[config.mk]
export PLATFORM = sky130hd
export DESIGN_NAME = jtag_tap_ctrl
export DESIGN_NICKNAME = d
export VERILOG_FILES = /design/src/rtl/jtag_tap_ctrl.sv
export SDC_FILE = /design/constraint.sdc
export NUM_CORES = 1
export LEC_CHECK = 0
export ABC_AREA = 1
export CAP_MARGIN = 20
export CORE_MARGIN = 2
export CORE_UTILIZATION = 40
export CTS_CLUSTER_SIZE = 28
export DETAILED_ROUTE_END_ITERATION = 10
export HOLD_SLACK_MARGIN = 0.08
export PLACE_DENSITY = 0.78
export SLEW_MARGIN = 25
export SYNTH_ARGS = -nofsm -noshare
export SYNTH_HDL_FRONTEND = slang
export SYNTH_SLANG_ARGS = --single-unit
[constraint.sdc]
create_clock -name tck -period 1.25 [get_ports tck]
set_input_delay 0.25 -clock tck [delete_from_list [all_inputs] [get_ports tck]]
set_output_delay 0.25 -clock tck [all_outputs]
set_load 0.005 [all_outputs]
[src/rtl/jtag_tap_ctrl.sv]
// IEEE 1149.1 TAP controller: 16-state FSM, IR path, BYPASS and tdo mux.
// Define JTAG_TAP_IDCODE_EN to add the built-in 32-bit IDCODE register.
module jtag_tap_ctrl #(
  parameter int unsigned       IR_LEN        = 4,
  parameter logic [IR_LEN-1:0] IDCODE_OPCODE = IR_LEN'(1),
  parameter logic [31:0]       IDCODE_VALUE  = 32'h1000_0001
) (
  input  logic              tck,
  input  logic              trst,
  input  logic              tms,
  input  logic              tdi,
  output logic              tdo,
  output logic              tdo_en,
  input  logic              dr_tdo,
  output logic              state_tlr,
  output logic              state_capturedr,
  output logic              state_shiftdr,
  output logic              state_updatedr,
  output logic              state_runidle,
  output logic [IR_LEN-1:0] ir_reg
);

  typedef enum logic [3:0] {
    TLR, RTI,
    SEL_DR, CAP_DR, SH_DR, EX1_DR,
    PAU_DR, EX2_DR, UPD_DR,
    SEL_IR, CAP_IR, SH_IR, EX1_IR,
    PAU_IR, EX2_IR, UPD_IR
  } tap_state_e;

`ifdef JTAG_TAP_IDCODE_EN
  localparam logic [IR_LEN-1:0] IR_RESET = IDCODE_OPCODE;
`else
  localparam logic [IR_LEN-1:0] IR_RESET = '1;
`endif

  localparam logic [IR_LEN-1:0] IR_CAPTURE =
    {{(IR_LEN-2){1'b0}}, 2'b01};

  tap_state_e state_q;
  tap_state_e state_d;

  logic [IR_LEN-1:0] ir_shift;
  logic              bypass_reg;
  logic              bypass_sel;

  logic st_cap_ir;
  logic st_sh_ir;
  logic st_upd_ir;

  always_ff @(posedge tck or negedge trst) begin
    if (!trst) state_q <= TLR;
    else       state_q <= state_d;
  end

  always_comb begin
    state_d = state_q;
    unique case (state_q)
      TLR:    state_d = tms ? TLR    : RTI;
      RTI:    state_d = tms ? SEL_DR : RTI;
      SEL_DR: state_d = tms ? SEL_IR : CAP_DR;
      CAP_DR: state_d = tms ? EX1_DR : SH_DR;
      SH_DR:  state_d = tms ? EX1_DR : SH_DR;
      EX1_DR: state_d = tms ? UPD_DR : PAU_DR;
      PAU_DR: state_d = tms ? EX2_DR : PAU_DR;
      EX2_DR: state_d = tms ? UPD_DR : SH_DR;
      UPD_DR: state_d = tms ? SEL_DR : RTI;
      SEL_IR: state_d = tms ? TLR    : CAP_IR;
      CAP_IR: state_d = tms ? EX1_IR : SH_IR;
      SH_IR:  state_d = tms ? EX1_IR : SH_IR;
      EX1_IR: state_d = tms ? UPD_IR : PAU_IR;
      PAU_IR: state_d = tms ? EX2_IR : PAU_IR;
      EX2_IR: state_d = tms ? UPD_IR : SH_IR;
      UPD_IR: state_d = tms ? SEL_DR : RTI;
      default: state_d = TLR;
    endcase
  end

  assign state_tlr       = (state_q == TLR);
  assign state_runidle   = (state_q == RTI);
  assign state_capturedr = (state_q == CAP_DR);
  assign state_shiftdr   = (state_q == SH_DR);
  assign state_updatedr  = (state_q == UPD_DR);

  assign st_cap_ir = (state_q == CAP_IR);
  assign st_sh_ir  = (state_q == SH_IR);
  assign st_upd_ir = (state_q == UPD_IR);

  assign tdo_en = st_sh_ir | state_shiftdr;

  always_ff @(posedge tck or negedge trst) begin
    if (!trst) begin
      ir_shift <= '0;
    end else if (st_cap_ir) begin
      ir_shift <= IR_CAPTURE;
    end else if (st_sh_ir) begin
      ir_shift <= {tdi, ir_shift[IR_LEN-1:1]};
    end
  end

  always_ff @(posedge tck or negedge trst) begin
    if (!trst) begin
      ir_reg <= IR_RESET;
    end else if (state_tlr) begin
      ir_reg <= IR_RESET;
    end else if (st_upd_ir) begin
      ir_reg <= ir_shift;
    end
  end

  assign bypass_sel = &ir_reg;

  always_ff @(posedge tck or negedge trst) begin
    if (!trst) begin
      bypass_reg <= 1'b0;
    end else if (bypass_sel) begin
      if (state_capturedr)    bypass_reg <= 1'b0;
      else if (state_shiftdr) bypass_reg <= tdi;
    end
  end

`ifdef JTAG_TAP_IDCODE_EN
  logic [31:0] id_shift;
  logic        idcode_sel;

  assign idcode_sel = (ir_reg == IDCODE_OPCODE);

  always_ff @(posedge tck or negedge trst) begin
    if (!trst) begin
      id_shift <= '0;
    end else if (idcode_sel && !bypass_sel) begin
      if (state_capturedr)    id_shift <= IDCODE_VALUE;
      else if (state_shiftdr) id_shift <= {tdi, id_shift[31:1]};
    end
  end

  always_comb begin
    tdo = 1'b0;
    if (st_sh_ir)                    tdo = ir_shift[0];
    else if (state_shiftdr) begin
      if (bypass_sel)                tdo = bypass_reg;
      else if (idcode_sel)           tdo = id_shift[0];
      else                           tdo = dr_tdo;
    end
  end
`else
  // IDCODE parameters have no internal meaning in this build
  logic cfg_unused;
  assign cfg_unused = ^{IDCODE_OPCODE, IDCODE_VALUE};

  always_comb begin
    tdo = 1'b0;
    if (st_sh_ir)           tdo = ir_shift[0];
    else if (state_shiftdr) tdo = bypass_sel ? bypass_reg : dr_tdo;
  end
`endif

endmodule
Word-level counts from Yosys, hierarchy flattened
Index checks and enable logic that the tools add are counted.

Add/sub/neg operators: 0. Multiply operators: 0. Divide/modulo/power cells: 0. Magnitude comparators: 0. Eq/ne operators: 15. Shift operators: 0. Mux-type cells: 22. Bitwise logic cells: 1. Reductions and logical operators: 9.

Operators by type and width (number): 4-bit one-hot mux with 12 select lines (1); 4-bit equality test (second input constant) (8); 4-bit two-way mux (8); 4-bit by 3-bit equality test with 1-bit output (second input constant) (4); 4-bit by 2-bit equality test with 1-bit output (second input constant) (2); 1-bit two-way mux (8); 2-bit two-way mux (3); 3-bit two-way mux (2); 2-bit nonzero test (3); 5-bit AND reduction (1); 4-bit by 1-bit equality test with 1-bit output (second input constant) (1); 4-bit logical NOT (1); 4-bit AND reduction (1); 2-bit OR reduction (2); 3-bit OR reduction (1); 1-bit OR (1).

Bits in registers: 13. Bits in latches: 0. Memory bits (writable): 0. Memory bits (read-only): 0. Bits of input ports: 5. Output and inout bits: 11. Logic and storage cells: 51. Memories kept: 0.

Logic depth before layout (Yosys ltp)
Gate-level depths: netlist of the first run.

Depth after elaboration: 4. Depth in mapped cells: 7. Mapped depth without buffers: 7.

Worst setup path after synthesis of the first run
Ideal clock, no wire load.

Path type: reg2out. From: reg ir_reg[0]. To: out tdo. Data arrival time: 1.034 ns. Data required time: 1.000 ns. Slack: -0.034 ns. Cell stages (with the launch flop): 5. Path buffers: 0. Cell sequence: dfstp_2 > inv_1 > nor3_1 > nor2_1 > o21ai_1.

Word-level cells in the longest chain between the ends: 4.

Ends and longest elaborated chain: from (decl) (RTL line 20) `output logic [IR_LEN-1:0] ir_reg`; from (signal assigned) (RTL line 107) `ir_reg <= ir_shift;`; 4-bit AND reduction (RTL line 111) `assign bypass_sel = &ir_reg;`; 1-bit two-way mux (2 in a row) (RTL line 154) `else if (state_shiftdr) tdo = bypass_sel ? bypass_reg : dr_tdo;`; 1-bit two-way mux (RTL line 153) `if (st_sh_ir) tdo = ir_shift[0];`; to (decl) (RTL line 12) `output logic tdo,`.

Every way passes these cells.

Worst setup path after layout of the first run
From: reg state_q[2]. To: out tdo.

Word-level cells in the longest chain between the ends: 3. Elaborated cells between the ends (all ways): 4. Those cells by class: 2 x eq/ne; 2 x mux.

Ends and longest elaborated chain: from (decl) (RTL line 40) `tap_state_e state_q;`; from (signal assigned) (RTL line 53) `else state_q <= state_d;`; 4-bit by 3-bit equality test with 1-bit output (RTL line 82) `assign state_shiftdr = (state_q == SH_DR);`; 1-bit two-way mux (RTL line 154); 1-bit two-way mux * (RTL line 153).

Mark *: on every way between the ends. The rest lies on a longest branch, timed or not.

==> flow_summary.json, run 1 <==
{
  "setup_viol_count_final": 19,
  "tightest_slew_ps": 296,
  "maxCapViolations": 0,
  "postSynthCellCount": 111,
  "status": "finished, violations left",
  "core_area_sq_mm": 0.00178,
  "ys_ff_latch": 13,
  "fin_ws_ps": -619,
  "drt-pass1-iter-count": 4,
  "dieHeight_um": 48.1,
  "post-dp-hpwl_um": 1690,
  "ant_nets": 0,
  "ys_types": 22,
  "cp_slowest_stage_delay_ps": 460,
  "postPlaceCellArea_sq_mm": 0.00120,
  "dr.first_iter.drc_count": 59,
  "area_delta_synth_final_pct": 117,
  "fin_crit_ps": 1870,
  "finClkSkew_ps": 9.62,
  "clock_latency_ps": 300,
  "boundaryPins": 16,
  "synth_area_sq_um": 779,
  "drc": 0,
  "fillCellCount": 43,
  "drive_gt1_frac": 0.709,
  "tns_ps": -4550,
  "final_cell_mix": "buf_6 (35), buf_4 (20), nand2_1 (16)",
  "leakagePower_uw": 0.000925,
  "hold_viol_final": 0,
  "grt_pass1_wl_um": 4690,
  "critPathKind": "reg -> out",
  "clk_path_buf_depth": 2,
  "crit_buf_inv": 4,
  "routabilityCongestion": 0.908,
  "yosysSeqAreaShare": 0.424,
  "htree_levels": 1,
  "slew_violations": 0,
  "peakVddDrop_v": 0.00227,
  "clk_pin_slew_ps": 100,
  "grt_usage": 0.306,
  "cp.required_ps": 1000,
  "startpoint": "state_q[2]$_DFF_PN0_",
  "design.die.area_sq_mm": 0.00232,
  "synth_area_per_cell_sq_um": 7.02,
  "r2r_cells": 9,
  "rows": 15,
  "grt_pass1_vias": 1058,
  "cts_inserted_buffers": 3,
  "grt_antenna_before_repair": 0,
  "endpoint_kind": "primary output",
  "worstPathArrival_ps": 1620,
  "grt_setup_unrepaired": "yes",
  "reg2reg_setup_slack_ps": -210,
  "drt_wl_total_um": 3940,
  "n_antenna_cell": 0,
  "max_freq_ghz": 0.535,
  "mostFrequentLayoutCell": "buf_6",
  "cts_root_buf": "clkbuf_4",
  "r2r-end": "ir_reg[3]$_DFFE_PN1P_",
  "maxSlewHeadroom": 0.801,
  "final_area_sq_mm": 0.00169,
  "fin_nets": 185,
  "die_w_um": 48.1,
  "hold_path_class": "in -> async",
  "gr-total-overflow": 0,
  "wl_per_cell_um": 19.3,
  "cts_tree": "done",
  "clkSinkCount": 13,
  "crit_path_max_fanout": 4,
  "start_util": 0.437,
  "pre_cts_ws_ps": -507,
  "period_share": 1.50,
  "power_density_mw_per_mm2": 2450,
  "violations": "setup timing",
  "startpoint_type": "flop",
  "critical-path-top-delay-family": "flip-flops",
  "vias": 1122,
  "grt_max_degree": 14,
  "placement.io_buffers": 15,
  "worstPathCellList": "nor2_4 > buf_6 > inv_4 > nor2_4 > buf_6 > nand2_1 > o21ai_1 > buf_2",
  "syn_nets": 116,
  "synth_warnings": 0,
  "viasPerCell": 5.50,
  "slowest_stage": "dfrtp_2",
  "r2r-start": "state_q[1]$_DFF_PN0_",
  "hold_buffers": 0
}
cells by family (layout without fill, tap and decap cells):
| group | after synthesis | after routing | synth area share |
|---|---|---|---|
| AND/OR/NAND/NOR | 57 | 57 | 0.326 |
| flip-flops | 13 | 13 | 0.424 |
| buffers and inverters | 22 | 90 | 0.108 |
| AO/OA/AOI/OAI | 19 | 19 | 0.143 |
synth_stat cells, drive strengths merged:
cell type,count,area [sq um]
dfrtp,9,225
nand4,1,6.26
o211ai,2,15.0
a21oi,3,15.0
a2bb2oi,1,8.76
o21ai,9,45.0
dfstp,4,105
nor2,9,46.3
o21bai,1,7.51
o21a,1,7.51
nand2,35,139
nand3,10,50.1
nor3,1,5.00
inv,21,78.8
o22ai,2,12.5
clkinv,1,5.00
nand3b,1,7.51
power breakdown:
part	switching [uW]	internal, uW	total [uW]
clock	172	125	297
combinational	1450	1510	2960
sequential	203	669	871
total	1830	2300	4130
per-layer routing:
layer | global-route usage | up-vias | wire length (um)
met3 | 0.0481 | 20 | 245
met4 | 0.227 | 0 | 201
met2 | 0.553 | 72 | 1990
li1 | - | 495 | -
met1 | 0.314 | 535 | 1500
met5 | 0 | - | 0
worst register-to-register path: cells and delay by family, from the launching register on:
family                 cells  cell delay (ps)
buffers and inverters      4              500
flip-flops                 1              450
AND/OR/NAND/NOR            3              270
AO/OA/AOI/OAI              2              150
stage by stage:
stage,power [uW],util,std cells,hold WS [ps]
CTS,3490,0.846,200,287
global route,4290,0.947,204,288
global placement,2420,0.674,182,474
floorplan,1510,-,111,-45.6
detailed placement,2480,0.674,182,501
finish,4130,0.947,204,269
worst max path at each step:
| stage | cells past startpoint | slack, ps | to |
|---|---|---|---|
| finish | 8 | -620 | tdo |
| global route | 8 | -630 | tdo |
| CTS | 7 | -480 | tdo |
| detailed placement | 5 | -510 | tdo |
| global placement | 5 | -480 | tdo |
| floorplan | 4 | 30 | tdo |
final cells by class:
type	instances	area (sq um)	area share
Multi-Input combinational cell	76	589	0.349
Inverter	22	97.6	0.0578
Tap cell	25	31.3	0.0185
Sequential cell	13	334	0.198
Timing Repair Buffer	64	609	0.361
Clock buffer	4	26.3	0.0156
timing repair:
item	4_1_cts	5_1_grt
setup endpoints to repair	18	22
resized for setup	114	51
setup buffers	25	13
pin swaps	19	21
(Power assumes the default switching activity.)
==> run 2: changes to the inputs <==
--- a/config.mk
+++ b/config.mk
@@ -12,7 +12,7 @@
 export CTS_CLUSTER_SIZE = 28
 export DETAILED_ROUTE_END_ITERATION = 10
 export HOLD_SLACK_MARGIN = 0.08
-export PLACE_DENSITY = 0.78
+export PLACE_DENSITY = 0.66
 export SLEW_MARGIN = 25
 export SYNTH_ARGS = -nofsm -noshare
 export SYNTH_HDL_FRONTEND = slang
==> run 2 against run 1 <==
  * The flow still finishes with violations (setup timing)
  * Non-clock buffer count is 1 lower
  * First-iteration DRC count decreased by 8.5%
  * Sequential cell count unchanged
  * Critical endpoint unchanged
  * Clock skew fell by 4.2 ps
  * Sequential share of layout area increased by 1.1 points
  * Combinational power decreased by 2%
  * Critical path depth is 2 lower
  * Die area unchanged
  * Clock-buffer cell count unchanged
==> flow_summary.json, run 2 (synthesis gave the netlist of run 1 again) <==
{
  "status": "finished, violations left",
  "violations": "setup timing",
  "maxSlewHeadroom": 0.851,
  "endpoint_kind": "primary output",
  "leakagePower_uw": 0.000846,
  "power_density_mw_per_mm2": 2510,
  "mostFrequentLayoutCell": "buf_4",
  "setup_viol_count_final": 18,
  "viasPerCell": 5.23,
  "cts_root_buf": "clkbuf_4",
  "startpoint_type": "flop",
  "pwr-share-comb": 0.729,
  "hold_path_class": "in -> async",
  "cts_tree": "done",
  "grt_antenna_before_repair": 0,
  "grt_pass1_vias": 975,
  "dieHeight_um": 48.1,
  "final_area_sq_mm": 0.00158,
  "clkSinkCount": 13,
  "r2r-end": "state_q[0]$_DFF_PN0_",
  "n_antenna_cell": 0,
  "period_share": 1.32,
  "drive_gt1_frac": 0.612,
  "postPlaceCellArea_sq_mm": 0.00119,
  "switchingPower_uw": 1670,
  "drc": 0,
  "seq_power_share": 0.203,
  "rows": 15,
  "max_freq_ghz": 0.607,
  "ant_nets": 0,
  "grt_pass1_wl_um": 4180,
  "die_w_um": 48.1,
  "grt_setup_unrepaired": "yes",
  "wl_per_cell_um": 16.4,
  "reg2reg_setup_slack_ps": -300,
  "area_delta_synth_final_pct": 103,
  "placement.io_buffers": 15,
  "core_area_sq_mm": 0.00178,
  "routabilityCongestion": 0.908,
  "crit_path_max_fanout": 3,
  "fin_ws_ps": -396,
  "p_clk_frac": 0.068,
  "htree_levels": 1,
  "grt_usage": 0.262,
  "post-dp-hpwl_um": 1760,
  "vias": 1061,
  "clk_path_buf_depth": 2,
  "r2r_cells": 10,
  "finClkSkew_ps": 5.37,
  "cp.required_ps": 1000,
  "worstPathArrival_ps": 1400,
  "slew_violations": 0,
  "peakVddDrop_v": 0.00183,
  "r2r-start": "state_q[3]$_DFF_PN0_",
  "critPathKind": "reg -> out",
  "dr.first_iter.drc_count": 54,
  "drt_wl_total_um": 3330,
  "drt-pass1-iter-count": 4,
  "pre_cts_ws_ps": -499,
  "p_int_uw": 2300,
  "maxCapViolations": 0,
  "swShare": 0.421,
  "final_cell_mix": "buf_4 (30), buf_6 (24), nand2_1 (18)",
  "boundaryPins": 16,
  "hold_buffers": 0,
  "cts_inserted_buffers": 3,
  "design.die.area_sq_mm": 0.00232,
  "hold_viol_final": 0,
  "start_util": 0.437,
  "fin_crit_ps": 1650,
  "clock_latency_ps": 270,
  "tightest_slew_ps": 221,
  "gr-total-overflow": 0,
  "grt_max_degree": 14,
  "clk_pin_slew_ps": 90,
  "fin_nets": 184
}
-- run 2: cell types whose count changed in the layout (fill, tap and decap cells not counted), sizes merged --
cell	delta
buf	-2
dlygate4sd2	+1
-- run 2: repair_timing --
| item | 4_1_cts | 5_1_grt |
|---|---|---|
| setup buffers | 16 | 6 |
| pin swaps | 18 | 9 |
| resized for setup | 80 | 42 |
| setup endpoints to repair | 19 | 21 |
| hold endpoints to repair | 0 | 0 |
-- run 2: worst max-delay path by stage --
| stage | startpoint | to | slack (ps) | cells past startpoint |
|---|---|---|---|---|
| floorplan | ir_reg[0]$_DFFE_PN1P_ | tdo | 30 | 4 |
| detailed placement | ir_reg[0]$_DFFE_PN1P_ | tdo | -500 | 5 |
| global placement | ir_reg[0]$_DFFE_PN1P_ | tdo | -480 | 5 |
| finish | ir_reg[3]$_DFFE_PN1P_ | tdo | -400 | 6 |
| CTS | state_q[2]$_DFF_PN0_ | state_shiftdr | -400 | 7 |
| global route | state_q[1]$_DFF_PN0_ | tdo | -500 | 7 |
-- run 2: per-layer routing --
metal	routed length, um	up-vias	GRT usage	share of wire
met5	0	-	0	0
met2	1740	44	0.489	0.52
met4	107	0	0.0757	0.032
met3	185	14	0.0333	0.056
met1	1300	510	0.308	0.39
li1	-	493	-	-
-- run 2: layout make-up --
type | count | area (sq um)
clock buffers | 4 | 26.3
flip-flops and latches | 13 | 330
inverters | 22 | 92.6
well taps | 25 | 31.3
repair buffers | 63 | 564
multi-input cells | 76 | 536
fillers | 77 | 203
-- run 2: power by group through the flow --
stage | clock network (uW) | logic [uW] | registers (uW)
global placement | 0 | 1650 | 775
detailed placement | 0 | 1690 | 787
finish | 269 | 2890 | 805
CTS | 267 | 2230 | 778
floorplan | 0 | 710 | 796
global route | 294 | 3080 | 831
-- run 2: metrics by stage --
step                TNS [ps]   util  cells  power (uW)  hold WS, ps
global route           -4930  0.886    203        4200          266
CTS                    -2760  0.789    197        3270          273
global placement       -2760  0.669    181        2430          476
detailed placement     -2920  0.669    181        2480          499
finish                 -3620  0.886    203        3970          269
floorplan                  0      -    111        1510        -45.6
-- run 2: critical path: stages, from the launching register on --
cell and delay [ps]:
dfstp_2 550, inv_2 50, nor3_4 210, nand2_1 80, nand2_1 70, o21ai_1 50
buf_2 120
